===== config.mk =====
export PLATFORM = sky130hd
export DESIGN_NAME = df_hazard_ctrl
export DESIGN_NICKNAME = d
export VERILOG_FILES = /design/src/rtl/df_pkg.sv /design/src/rtl/df_src_match.sv /design/src/rtl/df_hazard_ctrl.sv
export SDC_FILE = /design/constraint.sdc
export NUM_CORES = 1
export LEC_CHECK = 0
export BUFFER_PORTS_ARGS = -buffer_cell sky130_fd_sc_hd__buf_2
export CAP_MARGIN = 20
export CORE_MARGIN = 2
export CORE_UTILIZATION = 54
export CTS_CLUSTER_SIZE = 10
export DETAILED_ROUTE_END_ITERATION = 16
export PLACE_DENSITY = 0.91
export SLEW_MARGIN = 0
export SYNTH_ARGS = -nofsm -noshare
export SYNTH_HDL_FRONTEND = slang
export SYNTH_SLANG_ARGS = --single-unit

===== constraint.sdc =====
create_clock -name clk -period 2.5 [get_ports clk]
set_clock_uncertainty 0.05 [all_clocks]
set_input_delay 0.25 -clock clk [delete_from_list [all_inputs] [get_ports clk]]
set_output_delay 0.25 -clock clk [all_outputs]
set_load 0.01 [all_outputs]

===== src/rtl/df_pkg.sv =====
// Shared definitions for the data-forwarding datapath: address width defaults,
// scoreboard entry layout and pipeline depth bounds.
package df_pkg;

    localparam int AW_DEF    = 5;
    localparam int AW_MAX    = 8;
    localparam int DEPTH_MIN = 2;
    localparam int DEPTH_MAX = 8;

    // rd is sized for the widest supported address; narrower AW is zero-extended.
    typedef struct packed {
        logic              v;
        logic              we;
        logic [AW_MAX-1:0] rd;
    } sb_entry_t;

endpackage


===== src/rtl/df_src_match.sv =====
// Youngest-match encoder for one source operand against the in-flight scoreboard.
// at_k1 and at_far are mutually exclusive; hit is their union.
module df_src_match
    import df_pkg::*;
#(
    parameter int DEPTH = 4
) (
    input  logic              use_src,
    input  logic [AW_MAX-1:0] src,
    input  sb_entry_t         sb [1:DEPTH-1],
    output logic              hit,
    output logic              at_k1,
    output logic              at_far
);

    always_comb begin
        at_k1  = use_src & sb[1].v & sb[1].we & (sb[1].rd == src);
        at_far = 1'b0;
        for (int k = 2; k < DEPTH; k++) begin
            at_far = at_far | (sb[k].v & sb[k].we & (sb[k].rd == src));
        end
        // An older match only matters when the slot-1 entry does not match.
        at_far = at_far & use_src & ~at_k1;
        hit    = at_k1 | at_far;
    end

endmodule


===== src/rtl/df_hazard_ctrl.sv =====
// Issue-stage hazard controller: tracks in-flight destinations and decides
// issue / forward-B / stall for the instruction presented by decode.
module df_hazard_ctrl
    import df_pkg::*;
#(
    parameter int DEPTH  = 4,
    parameter int AW     = AW_DEF,
    parameter bit FWD_EN = 1'b1
) (
    input  logic          clk,
    input  logic          reset_n,
    input  logic          enable,
    input  logic          flush,
    input  logic          issue_valid,
    input  logic          issue_we,
    input  logic [AW-1:0] issue_rd,
    input  logic [AW-1:0] issue_ra,
    input  logic [AW-1:0] issue_rb,
    input  logic          use_ra,
    input  logic          use_rb,
    output logic          issue_accept,
    output logic          stall,
    output logic          fwd_b,
    output logic [15:0]   stall_cnt
);

    // Handshake: decode holds issue_* while stall=1; the instruction is consumed
    // on the rising edge where issue_accept=1 (valid & enable & ~flush & ~stall).

    sb_entry_t sb [1:DEPTH-1];
    sb_entry_t sb_in;

    logic ra_hit, ra_k1, ra_far;
    logic rb_hit, rb_k1, rb_far;
    logic rb_fwd, rb_haz, gate;

    df_src_match #(.DEPTH(DEPTH)) u_match_ra (
        .use_src (use_ra),
        .src     (AW_MAX'(issue_ra)),
        .sb      (sb),
        .hit     (ra_hit),
        .at_k1   (ra_k1),
        .at_far  (ra_far)
    );

    df_src_match #(.DEPTH(DEPTH)) u_match_rb (
        .use_src (use_rb),
        .src     (AW_MAX'(issue_rb)),
        .sb      (sb),
        .hit     (rb_hit),
        .at_k1   (rb_k1),
        .at_far  (rb_far)
    );

    always_comb begin
        gate         = issue_valid & enable & ~flush;
        rb_fwd       = rb_k1 & FWD_EN;
        rb_haz       = rb_far | (rb_k1 & ~FWD_EN);
        // Operand A has no feedback path, so any match on it is a hazard.
        stall        = gate & (ra_hit | rb_haz);
        issue_accept = gate & ~stall;
        fwd_b        = issue_accept & rb_fwd & rb_hit;
        sb_in.v      = issue_accept;
        sb_in.we     = issue_we;
        sb_in.rd     = AW_MAX'(issue_rd);
    end

    // Stalled or idle cycles shift in a bubble through sb_in.v.
    always_ff @(posedge clk or negedge reset_n) begin
        if (!reset_n) begin
            for (int k = 1; k < DEPTH; k++) begin
                sb[k] <= '0;
            end
        end else if (enable) begin
            if (flush) begin
                for (int k = 1; k < DEPTH; k++) begin
                    sb[k].v <= 1'b0;
                end
            end else begin
                for (int k = DEPTH - 1; k >= 2; k--) begin
                    sb[k] <= sb[k-1];
                end
                sb[1] <= sb_in;
            end
        end
    end

    always_ff @(posedge clk or negedge reset_n) begin
        if (!reset_n) begin
            stall_cnt <= '0;
        end else if (stall && (stall_cnt != 16'hFFFF)) begin
            stall_cnt <= stall_cnt + 16'd1;
        end
    end

endmodule


# After elaboration in Yosys (flattened, before gate mapping)
# Index checks and enable logic that the tools add are counted.
# classes
add_sub_neg	1
eq_ne	7
reduce_logical	2
n_mux	3
n_bitwise	31
# ops
cell	count
$eq A5 B5 Y1	6
$and A1 B1 Y1	22
$add A16 B1 Y16 const B	1
$ne A16 B16 Y1 const B	1
$or A1 B1 Y1	5
$not A1 Y1	4
$mux W1	3
$reduce_and A2 Y1	1
$logic_and A1 B1 Y1	1
# word_totals
output_inout_bits	19
wordCells	54
reg_bits	37

# Logic depth before layout (Yosys ltp)
# Gate-level depths: netlist of run 1.
# depth
depth_word	12
mapped_depth	8
mapped_depth_nobuf	7

# Hierarchy
# From an unflattened synthesis of run 1, not the netlist that was laid out.
# unflattened
hier_cells	203
hier_area_um2	2234.6
# by_module_without_submodules
mod	cells_per_inst	n_inst	seq_area_each_um2	area_each_um2
df_hazard_ctrl	127	1	925.9	1634.1
df_src_match	38	2	0.0	300.3

# Worst setup path after synthesis of run 1
# OpenSTA, ideal clock, no wires.
# synth_path
path_type	register to register
startpoint	register stall_cnt[0]
endpoint	register stall_cnt[1]
setup_slack_ns	0.508
n_path_buf	0
t_arrival_ns	1.814
stages_incl_launch_ff	7
setup_ns	0.128
period_less_slack_ns	1.992
t_required_ns	2.322
path_cell_list	dfrtp_1 -> ha_1 -> nand2_1 -> or4_4 -> nor3_4 -> nor2_2 -> mux2_1
# synth_via
elab_chain_len	2
elab_cells_between_ends	3
cone_classes	1 x add/sub; 1 x eq/ne; 1 x reduce/logical
# synth_lines
item	line_no	source
start: declaration	df_hazard_ctrl.sv:24	output logic [15:0] stall_cnt
start signal: assignment	df_hazard_ctrl.sv:92	stall_cnt <= stall_cnt + 16'd1;
parallel branches: the longest is 2 deep, another holds $add A16 B1 Y16	-	
# Parallel ways; which one is timed is not known.
# A chain may end at the register's enable or synchronous reset.

# Worst setup path in the final report of run 1
# layout_path
startpoint	register, netlist name sb[24]
endpoint	output port stall
# layout_via
elab_chain_len	7
elab_cells_between_ends	11
cone_classes	2 x eq/ne; 9 x bitwise
# layout_lines
item	line_no	source
$eq A5 B5 Y1	df_src_match.sv:17	at_k1 = use_src & sb[1].v & sb[1].we & (sb[1].rd == src);
$and A1 B1 Y1	df_src_match.sv:17	
$not A1 Y1	df_src_match.sv:23	at_far = at_far & use_src & ~at_k1;
$and A1 B1 Y1	df_src_match.sv:23	
$or A1 B1 Y1	df_src_match.sv:24	hit = at_k1 | at_far;
$or A1 B1 Y1 (*)	df_hazard_ctrl.sv:60	stall = gate & (ra_hit | rb_haz);
$and A1 B1 Y1 (*)	df_hazard_ctrl.sv:60	
end: declaration	df_hazard_ctrl.sv:22	output logic stall,
# Mark *: on every way between the ends. The rest lies on a longest branch, timed or not.

==> results.json, run 1 <==
{
  "worstPathRequired_ns": 2.20,
  "antennaDiodeCount": 0,
  "reg2reg_depth": 8,
  "p_int_w": 0.000963,
  "drv_cap": 0,
  "switching_share_pct": 27.9,
  "syn_to_final_growth_pct": 17.8,
  "r2r-end": "stall_cnt[14]",
  "dieArea_sq_um": 4220,
  "synth_simple_gate_area_share_pct": 27.9,
  "slew_violations": 0,
  "ys_warn_count": 0,
  "fin_nets": 286,
  "port_buffers": 41,
  "syn_inst": 215,
  "cp_max_fo": 7,
  "power_density_nw_per_um2": 565,
  "grtUsageTotal_pct": 23.3,
  "drive_gt1_share_pct": 23.3,
  "rsz0062_at_grt": "false",
  "violations": "negative hold slack",
  "path_class": "reg2out",
  "synth_top_family_by_area": "simple AND/OR/NAND/NOR gates",
  "p_switching_w": 0.000372,
  "ys_seq_area_share_pct": 46.2,
  "synth.area.mux_share_pct": 1.12,
  "maxSlewHeadroom_pct": 45.9,
  "rows": 22,
  "dp_hpwl_microns": 3020,
  "firstDrtPassIters": 4,
  "critical_path_arrival_ns": 2.07,
  "ir_worst_vdd_v": 0.000317,
  "final_cell_mix": "61 x nand2_1, 41 x buf_2, 37 x dfrtp_1",
  "fin_crit_sh_pct": 94.7,
  "synth_seq_cells": 37,
  "seq_power_share_pct": 53.3,
  "synth_nets": 239,
  "die_h_microns": 64.9,
  "antenna_found_initial": 0,
  "initial_core_util_pct": 55.6,
  "detail_route.wirelength_microns": 4270,
  "vias": 1657,
  "ant_nets": 0,
  "hp-class": "in2async",
  "status": "finished with violations",
  "grt_pass1_vias": 1735,
  "grt_pass1_wl_microns": 7480,
  "avgViaCountPerCell": 5.35,
  "yosys.area_share.adder_pct": 0.624,
  "total_power_w": 0.00134,
  "die_x_microns": 64.9,
  "synth-xor-area-share_pct": 19.2,
  "post-route-min-period_ns": 2.37,
  "cts_resized": 0,
  "ctsHtreeMaxLevel": 2,
  "reg2reg_setup_slack_ns": 0.26,
  "critPathLaunchType": "flop",
  "cts-root-buf": "clkbuf_8",
  "holdWs_ns": -0.00693,
  "fin_setup_tns_ns": 0,
  "pwr-share-clk_pct": 31.7,
  "grt_max_degree": 38,
  "drt_iter0_markers": 160,
  "synth_compound_area_share_pct": 2.25,
  "layout.cells.most_common": "nand2_1",
  "cts_buffers": 5,
  "cts_sinks": 37,
  "core_sq_um": 3610,
  "cts_hold_buf": 0,
  "io_pins": 42,
  "grt_overflow": 0,
  "wl_per_cell_microns": 13.8,
  "fmax_mhz": 422,
  "setup-violations-final": 0,
  "cts_tree": "done",
  "tightest_slew_ns": 0.811,
  "combPwrFrac_pct": 15.0,
  "synth_cell_types": 34,
  "p_leak_nw": 1.19,
  "cts_buffer_depth": 2,
  "clock_latency_ns": 0.29,
  "clkTransAtPathRegs_ns": 0.07,
  "final_hold_viol_count": 9,
  "routabilityCongestion": 0.836,
  "synth_area_sq_um": 2010,
  "r2r-start": "sb[2]",
  "avgSynthCellArea_sq_um": 9.33,
  "drcViolationCount": 0,
  "worst_setup_path_end_kind": "primary output"
}
synth_stat cells (all sizes together):
master  count  share of area (%)
and2        1               0.31
and3        2               0.69
buf         3                1.0
clkbuf      2               0.37
dfrtp      37                 46
ha          1               0.62
inv         7                1.3
mux2        2                1.1
nand2      61                 11
nand2b      2               0.62
nand3      12                3.2
nand4       8                2.5
nor2        5                1.1
nor2b       1               0.31
nor3       11                3.3
nor3b       1               0.37
nor4        2               0.62
nor4b       2                1.2
o21ai       3                1.3
o22ai       3               0.94
or3         1               0.56
or3b        1               0.44
or4         3                1.3
xnor2      28                 12
xor2       16                7.0
worst max-delay path, cell delays in order, from the launching register on:
cell	delay (ns)
dfrtp_1	0.43
xor2_1	0.18
nor4_1	0.25
nand3_1	0.12
and3_2	0.25
o21ai_4	0.20
buf_4	0.18
inv_1	0.04
buf_2	0.13
metrics by stage:
step	area [sq um]	cells	worst slack (ns)	util (%)
5_1_grt	2360	310	0.0389	65.5
2_1_floorplan	2010	215	0.508	-
3_5_place_dp	2260	301	0.364	62.6
4_1_cts	2350	308	0.0350	65.1
3_3_place_gp	2260	301	0.375	62.6
6_report	2360	310	0.132	65.5
kinds of logic after synthesis:
| kind of cell | count (synthesis) |
|---|---|
| fa+ha+maj | 1 |
| mux | 2 |
| buf+inv | 12 |
| compound gates | 6 |
| flops | 37 |
| xor+xnor | 44 |
| simple gates | 113 |
sequential cells by signal (all words and copies together) (netlist names):
register   count
sb            21
stall_cnt     16
layout make-up:
cell class	count	area [sq um]
timing repair buffer	45	235
fill	284	1240
clock inverter	1	7.51
inverter	7	26.3
multi-input combinational	166	1030
sequential	37	926
clock buffer	6	82.6
tap	48	60.1
timing repair:
action,4_1_cts,5_1_grt
setup endpoints to repair,0,1
endpoints found under the hold margin,0,0
buffers inserted,0,2
power by group through the flow:
| stage | Sequential (W) | Combinational (W) | Clock, W |
|---|---|---|---|
| CTS | 0.000710 | 0.000202 | 0.000430 |
| global placement | 0.000716 | 0.000190 | 0 |
| global route | 0.000718 | 0.000229 | 0.000455 |
| floorplan | 0.000706 | 0.000135 | 0 |
| detailed placement | 0.000719 | 0.000198 | 0 |
| finish | 0.000711 | 0.000200 | 0.000423 |
per-layer routing:
metal,track usage (%),vias to the layer above,share of wire (%)
li1,-,801,-
met1,30.2,787,44
met2,36.0,58,48
met3,5.21,11,5.5
met4,13.6,0,2.3
met5,0,-,0
worst max-delay path by stage:
| stage | from | end |
|---|---|---|
| finish | sb[24] | stall |
| global route | sb[24] | fwd_b |
| global placement | sb[24] | stall |
| detailed placement | sb[24] | stall |
| floorplan | stall_cnt[0] | stall_cnt[1] |
| CTS | sb[24] | stall |
No activity file was read; power rests on OpenSTA's default activity.
==> inputs of run 2 (changes only) <==
--- a/config.mk
+++ b/config.mk
@@ -11,7 +11,9 @@
 export CORE_UTILIZATION = 54
 export CTS_CLUSTER_SIZE = 10
 export DETAILED_ROUTE_END_ITERATION = 16
+export GPL_TIMING_DRIVEN = 0
 export PLACE_DENSITY = 0.91
+export RECOVER_POWER = 25
 export SLEW_MARGIN = 0
 export SYNTH_ARGS = -nofsm -noshare
 export SYNTH_HDL_FRONTEND = slang
==> constraint.sdc (replaced) <==
create_clock -name clk -period 2.5 [get_ports clk]
set_clock_uncertainty 0.05 [all_clocks]
set_input_delay 0.25 -clock clk [delete_from_list [all_inputs] [get_ports clk]]
set_output_delay 0.25 -clock clk [all_outputs]
set_load 0.02 [all_outputs]
==> results.json, run 2 (synthesis gave the netlist of run 1 again) <==
{
  "status": "finished with violations",
  "violations": "max-capacitance violations, max-slew violations",
  "fin_nets": 293,
  "pwr-share-clk_pct": 37.0,
  "design_area_sq_um": 2430,
  "fmax_mhz": 415,
  "port_buffers": 41,
  "cts_buffers": 5,
  "firstDrtPassIters": 4,
  "antenna_found_initial": 0,
  "drive_gt1_share_pct": 24.1,
  "drv_cap": 1,
  "tightest_slew_ns": 1.92,
  "dp_hpwl_microns": 3120,
  "rows": 22,
  "worstPathRequired_ns": 2.20,
  "maxSlewHeadroom_pct": -28.1,
  "routabilityCongestion": 0.862,
  "p_int_w": 0.00107,
  "final_hold_viol_count": 0,
  "dpl_cell_area_sq_um": 2270,
  "p_switching_w": 0.000378,
  "total_power_w": 0.00145,
  "core_sq_um": 3610,
  "cts_sinks": 37,
  "die_h_microns": 64.9,
  "combPwrFrac_pct": 14.0,
  "fin_crit_sh_pct": 96.3,
  "n_fill_cell": 264,
  "worst_setup_path_end_kind": "primary output",
  "cts_tree": "done",
  "setup-violations-final": 0,
  "path_class": "reg2out",
  "seq_power_share_pct": 49.0,
  "ir_worst_vdd_v": 0.000452,
  "largest_reg_flops": 21,
  "power_density_nw_per_um2": 596,
  "clkTransAtPathRegs_ns": 0.07,
  "cp_max_fo": 6,
  "detail_route.wirelength_microns": 4610,
  "regMostFlops": "sb",
  "initial_core_util_pct": 55.6,
  "clock_latency_ns": 0.30,
  "layout.cells.most_common": "nand2_1",
  "ctsHtreeMaxLevel": 2,
  "grt_max_degree": 38,
  "final_util_pct": 67.5,
  "critical_path_arrival_ns": 2.11,
  "top_regs": "sb x21, stall_cnt x16",
  "hp-class": "in2reg",
  "antennaDiodeCount": 0,
  "avgViaCountPerCell": 5.42,
  "final_cell_mix": "61 x nand2_1, 41 x buf_2, 36 x dfrtp_1",
  "drt_iter0_markers": 150,
  "syn_to_final_growth_pct": 21.3,
  "grt_pass1_wl_microns": 7420,
  "slew_violations": 38,
  "die_x_microns": 64.9,
  "critPathLaunchType": "flop",
  "grtUsageTotal_pct": 23.6,
  "wl_per_cell_microns": 14.5,
  "switching_share_pct": 26.1,
  "cts-root-buf": "clkbuf_8",
  "p_leak_nw": 1.23,
  "post-route-min-period_ns": 2.41,
  "drcViolationCount": 0,
  "cts_buffer_depth": 2,
  "vias": 1724,
  "grt_overflow": 0,
  "dieArea_sq_um": 4220,
  "io_pins": 42,
  "ant_nets": 0,
  "cts_hold_buf": 0,
  "grt_pass1_vias": 1591
}
==> run 2: cell type report <==
cell class	count	area, sq um	area share (%)
Sequential cell	37	927	38.1
Buffer	5	27.5	1.13
Tap cell	48	60.1	2.47
Clock inverter	1	30.0	1.23
Inverter	7	26.3	1.08
Timing Repair Buffer	47	249	10.2
Multi-Input combinational cell	166	1030	42.2
Clock buffer	7	86.3	3.55
==> run 2: critical path: stages, from the launching register on <==
cell,delay (ns)
dfrtp_2,0.44
xor2_1,0.17
nor4_1,0.24
nand3_1,0.16
and3_2,0.28
o21ai_4,0.18
buf_6,0.14
inv_1,0.05
buf_2,0.15
==> run 2: final timing paths <==
check                             startpoint       endpoint  slack, ns  depth (start not counted)
worst min-delay path                issue_we         sb[28]       0.09                          3
worst max-delay path                  sb[24]          stall       0.09                          8
max in group asynchronous            reset_n         sb[24]       0.74                          1
worst min register to register  stall_cnt[5]   stall_cnt[5]       0.46                          1
min in group asynchronous            reset_n         sb[14]       0.43                          1
worst max register to register         sb[2]  stall_cnt[14]       0.18                          8
==> run 2: metal layers <==
layer,up-vias,part of all wire [%],GRT usage (%)
met5,-,0,0
met4,0,2.7,8.51
met3,12,6.3,6.60
met2,62,49,37.0
met1,828,42,31.2
li1,822,-,-
==> run 2: metrics by stage <==
stage	cells	setup slack [ns]	hold WS (ns)	setup TNS (ns)
floorplan	215	0.422	-0.0956	0
global placement	304	0.310	0.324	0
finish	318	0.0914	0.0899	0
detailed placement	304	0.329	0.330	0
global route	318	-0.0129	0.0920	-0.0144
CTS	313	0.0671	0.0125	0
==> run 2: power groups by stage <==
stage          clock network, W  registers [W]  logic, W
3_5_place_dp                  0       0.000718  0.000201
3_3_place_gp                  0       0.000716  0.000193
2_1_floorplan                 0       0.000707  0.000135
5_1_grt                0.000574       0.000718  0.000227
4_1_cts                0.000538       0.000708  0.000202
6_report               0.000536       0.000711  0.000202
==> run 2: what timing repair did <==
action | in CTS | in global routing
pin swaps | 1 | 1
buffers inserted | 1 | 5
endpoints found under the setup margin | 1 | 2
resized for setup | 0 | 1
==> inputs of run 3 (changes only) <==
--- a/config.mk
+++ b/config.mk
@@ -7,13 +7,15 @@
 export LEC_CHECK = 0
 export BUFFER_PORTS_ARGS = -buffer_cell sky130_fd_sc_hd__buf_2
 export CAP_MARGIN = 20
+export CORE_ASPECT_RATIO = 1.4
 export CORE_MARGIN = 2
-export CORE_UTILIZATION = 54
+export CORE_UTILIZATION = 58
 export CTS_CLUSTER_SIZE = 10
 export DETAILED_ROUTE_END_ITERATION = 16
 export GPL_TIMING_DRIVEN = 0
-export PLACE_DENSITY = 0.91
+export PLACE_DENSITY = 0.95
 export RECOVER_POWER = 25
+export REMOVE_ABC_BUFFERS = 1
 export SLEW_MARGIN = 0
 export SYNTH_ARGS = -nofsm -noshare
 export SYNTH_HDL_FRONTEND = slang
==> constraint.sdc (replaced) <==
create_clock -name clk -period 3.1 [get_ports clk]
set_clock_uncertainty 0.05 [all_clocks]
set_input_delay 0.31 -clock clk [delete_from_list [all_inputs] [get_ports clk]]
set_output_delay 0.31 -clock clk [all_outputs]
set_load 0.02 [all_outputs]
==> results.json, run 3 (synthesis gave the netlist of run 1 again) <==
{
  "status": "finished with violations",
  "violations": "max-capacitance violations, max-slew violations",
  "fmax_mhz": 383,
  "tightest_slew_ns": 1.98,
  "cp_slowest_cell": "dfrtp_1",
  "detail_route.wirelength_microns": 4300,
  "grt_max_degree": 38,
  "worstPathRequired_ns": 2.74,
  "largest_reg_flops": 21,
  "regMostFlops": "sb",
  "final_util_pct": 69.5,
  "reg2reg_depth": 7,
  "die_h_microns": 73.6,
  "cts_buffers": 5,
  "cts_buffer_depth": 2,
  "vias": 1645,
  "slew_violations": 38,
  "firstDrtPassIters": 4,
  "cp_max_fo": 16,
  "cts_resized": 0,
  "drcViolationCount": 0,
  "io_pins": 42,
  "clock_latency_ns": 0.29,
  "core_sq_um": 3350,
  "initial_core_util_pct": 59.9,
  "min_path_cells": 3,
  "syn_to_final_growth_pct": 16.0,
  "drv_cap": 1,
  "holdPathEnd": "sb[21]",
  "hp-start": "issue_rd[1]",
  "p_leak_nw": 1.18,
  "total_power_w": 0.00107,
  "post-route-min-period_ns": 2.61,
  "dieArea_sq_um": 3950,
  "critical_path_arrival_ns": 2.25,
  "grt_overflow": 0,
  "r2r-start": "sb[24]",
  "drive_gt1_share_pct": 21.6,
  "post_cts_buffers": 0,
  "path_class": "reg2out",
  "fin_setup_tns_ns": 0,
  "drt_iter0_markers": 39,
  "cts_sinks": 37,
  "clkTransAtPathRegs_ns": 0.07,
  "final_cell_mix": "61 x nand2_1, 40 x buf_2, 37 x dfrtp_1",
  "top_regs": "sb x21, stall_cnt x16",
  "critPathLaunchType": "flop",
  "cts_tree": "done",
  "final_hold_viol_count": 0,
  "worst_setup_path_end_kind": "primary output",
  "holdWs_ns": 0.155,
  "die_x_microns": 53.7,
  "antenna_found_initial": 0,
  "fin_nets": 283,
  "rows": 25,
  "n_fill_cell": 284,
  "slowest_delay_ns": 0.44,
  "cts-root-buf": "clkbuf_8",
  "grtUsageTotal_pct": 24.2,
  "port_buffers": 41,
  "wl_per_cell_microns": 14.4,
  "antennaDiodeCount": 0,
  "grt_pass1_vias": 1562,
  "setup-violations-final": 0,
  "avgViaCountPerCell": 5.50,
  "grt_pass1_wl_microns": 6900,
  "cts_hold_buf": 0,
  "dp_hpwl_microns": 3120,
  "rsz0062_at_grt": "false",
  "maxSlewHeadroom_pct": -32.2,
  "fin_crit_sh_pct": 84.1,
  "hp-class": "in2reg",
  "layout.cells.most_common": "nand2_1",
  "reg2reg_setup_slack_ns": 0.76,
  "seq_area_sq_um": 926,
  "power_density_nw_per_um2": 461,
  "ant_nets": 0,
  "r2r-end": "stall_cnt[12]",
  "crit_path_cell_trace": "xor2_1 > nor4_1 > nand3_1 > and3_2 > o21ai_4 > inv_1 > buf_2",
  "ctsHtreeMaxLevel": 2,
  "ir_worst_vdd_v": 0.000404,
  "multi_input_comb_area_sq_um": 1030,
  "routabilityCongestion": 0.783
}
-- run 3: cell types whose count changed in the layout (fill, tap and decap cells not counted), sizes merged --
cell    change
buf         -8
clkbuf      -2
bufinv      -1
-- run 3: worst max-delay path by stage --
stage               startpoint       endpoint  slack [ns]
finish                  sb[24]          stall        0.49
global route            sb[24]          stall        0.36
CTS                     sb[24]          stall        0.49
detailed placement      sb[24]  stall_cnt[12]        0.81
global placement        enable  stall_cnt[15]        0.34
floorplan               enable  stall_cnt[14]        0.87
-- run 3: stage by stage --
step                instance area, sq um  std cells  setup WS [ns]
floorplan                           1980        210          0.867
detailed placement                  2240        292          0.805
global placement                    2230        291          0.343
CTS                                 2330        299          0.494
global route                        2330        299          0.359
finish                              2330        299          0.492
-- run 3: area by class of cell --
| class | count | area share [%] |
|---|---|---|
| Clock buffer | 7 | 3.71 |
| Timing Repair Buffer | 42 | 9.09 |
| Tap cell | 40 | 2.15 |
| Sequential cell | 37 | 39.8 |
| Inverter | 7 | 1.13 |
| Multi-Input combinational cell | 166 | 44.1 |
-- run 3: critical path, delay by kind of cell (launching register included) --
kind,cells,cell delay [ns]
buffers and inverters,2,0.24
XOR/XNOR,1,0.18
flip-flops,1,0.44
AO/OA/AOI/OAI,1,0.37
AND/OR/NAND/NOR,3,0.73
-- run 3: per-layer routing --
layer  part of all wire (%)  routed length (microns)  GRT usage (%)  vias up
met4                    1.3                       56           7.69        0
met5                      0                        0              0        -
met1                     40                     1700           27.2      800
met3                    4.8                      205           5.28        5
met2                     54                     2340           43.8       44
li1                       -                        -              -      796
-- run 3: power breakdown --
part	internal, W	switching (W)	leakage (nW)
combinational	0.0000788	0.0000832	0.648
clock	0.000176	0.000163	0.0443
sequential	0.000522	0.0000496	0.488
total	0.000777	0.000296	1.18
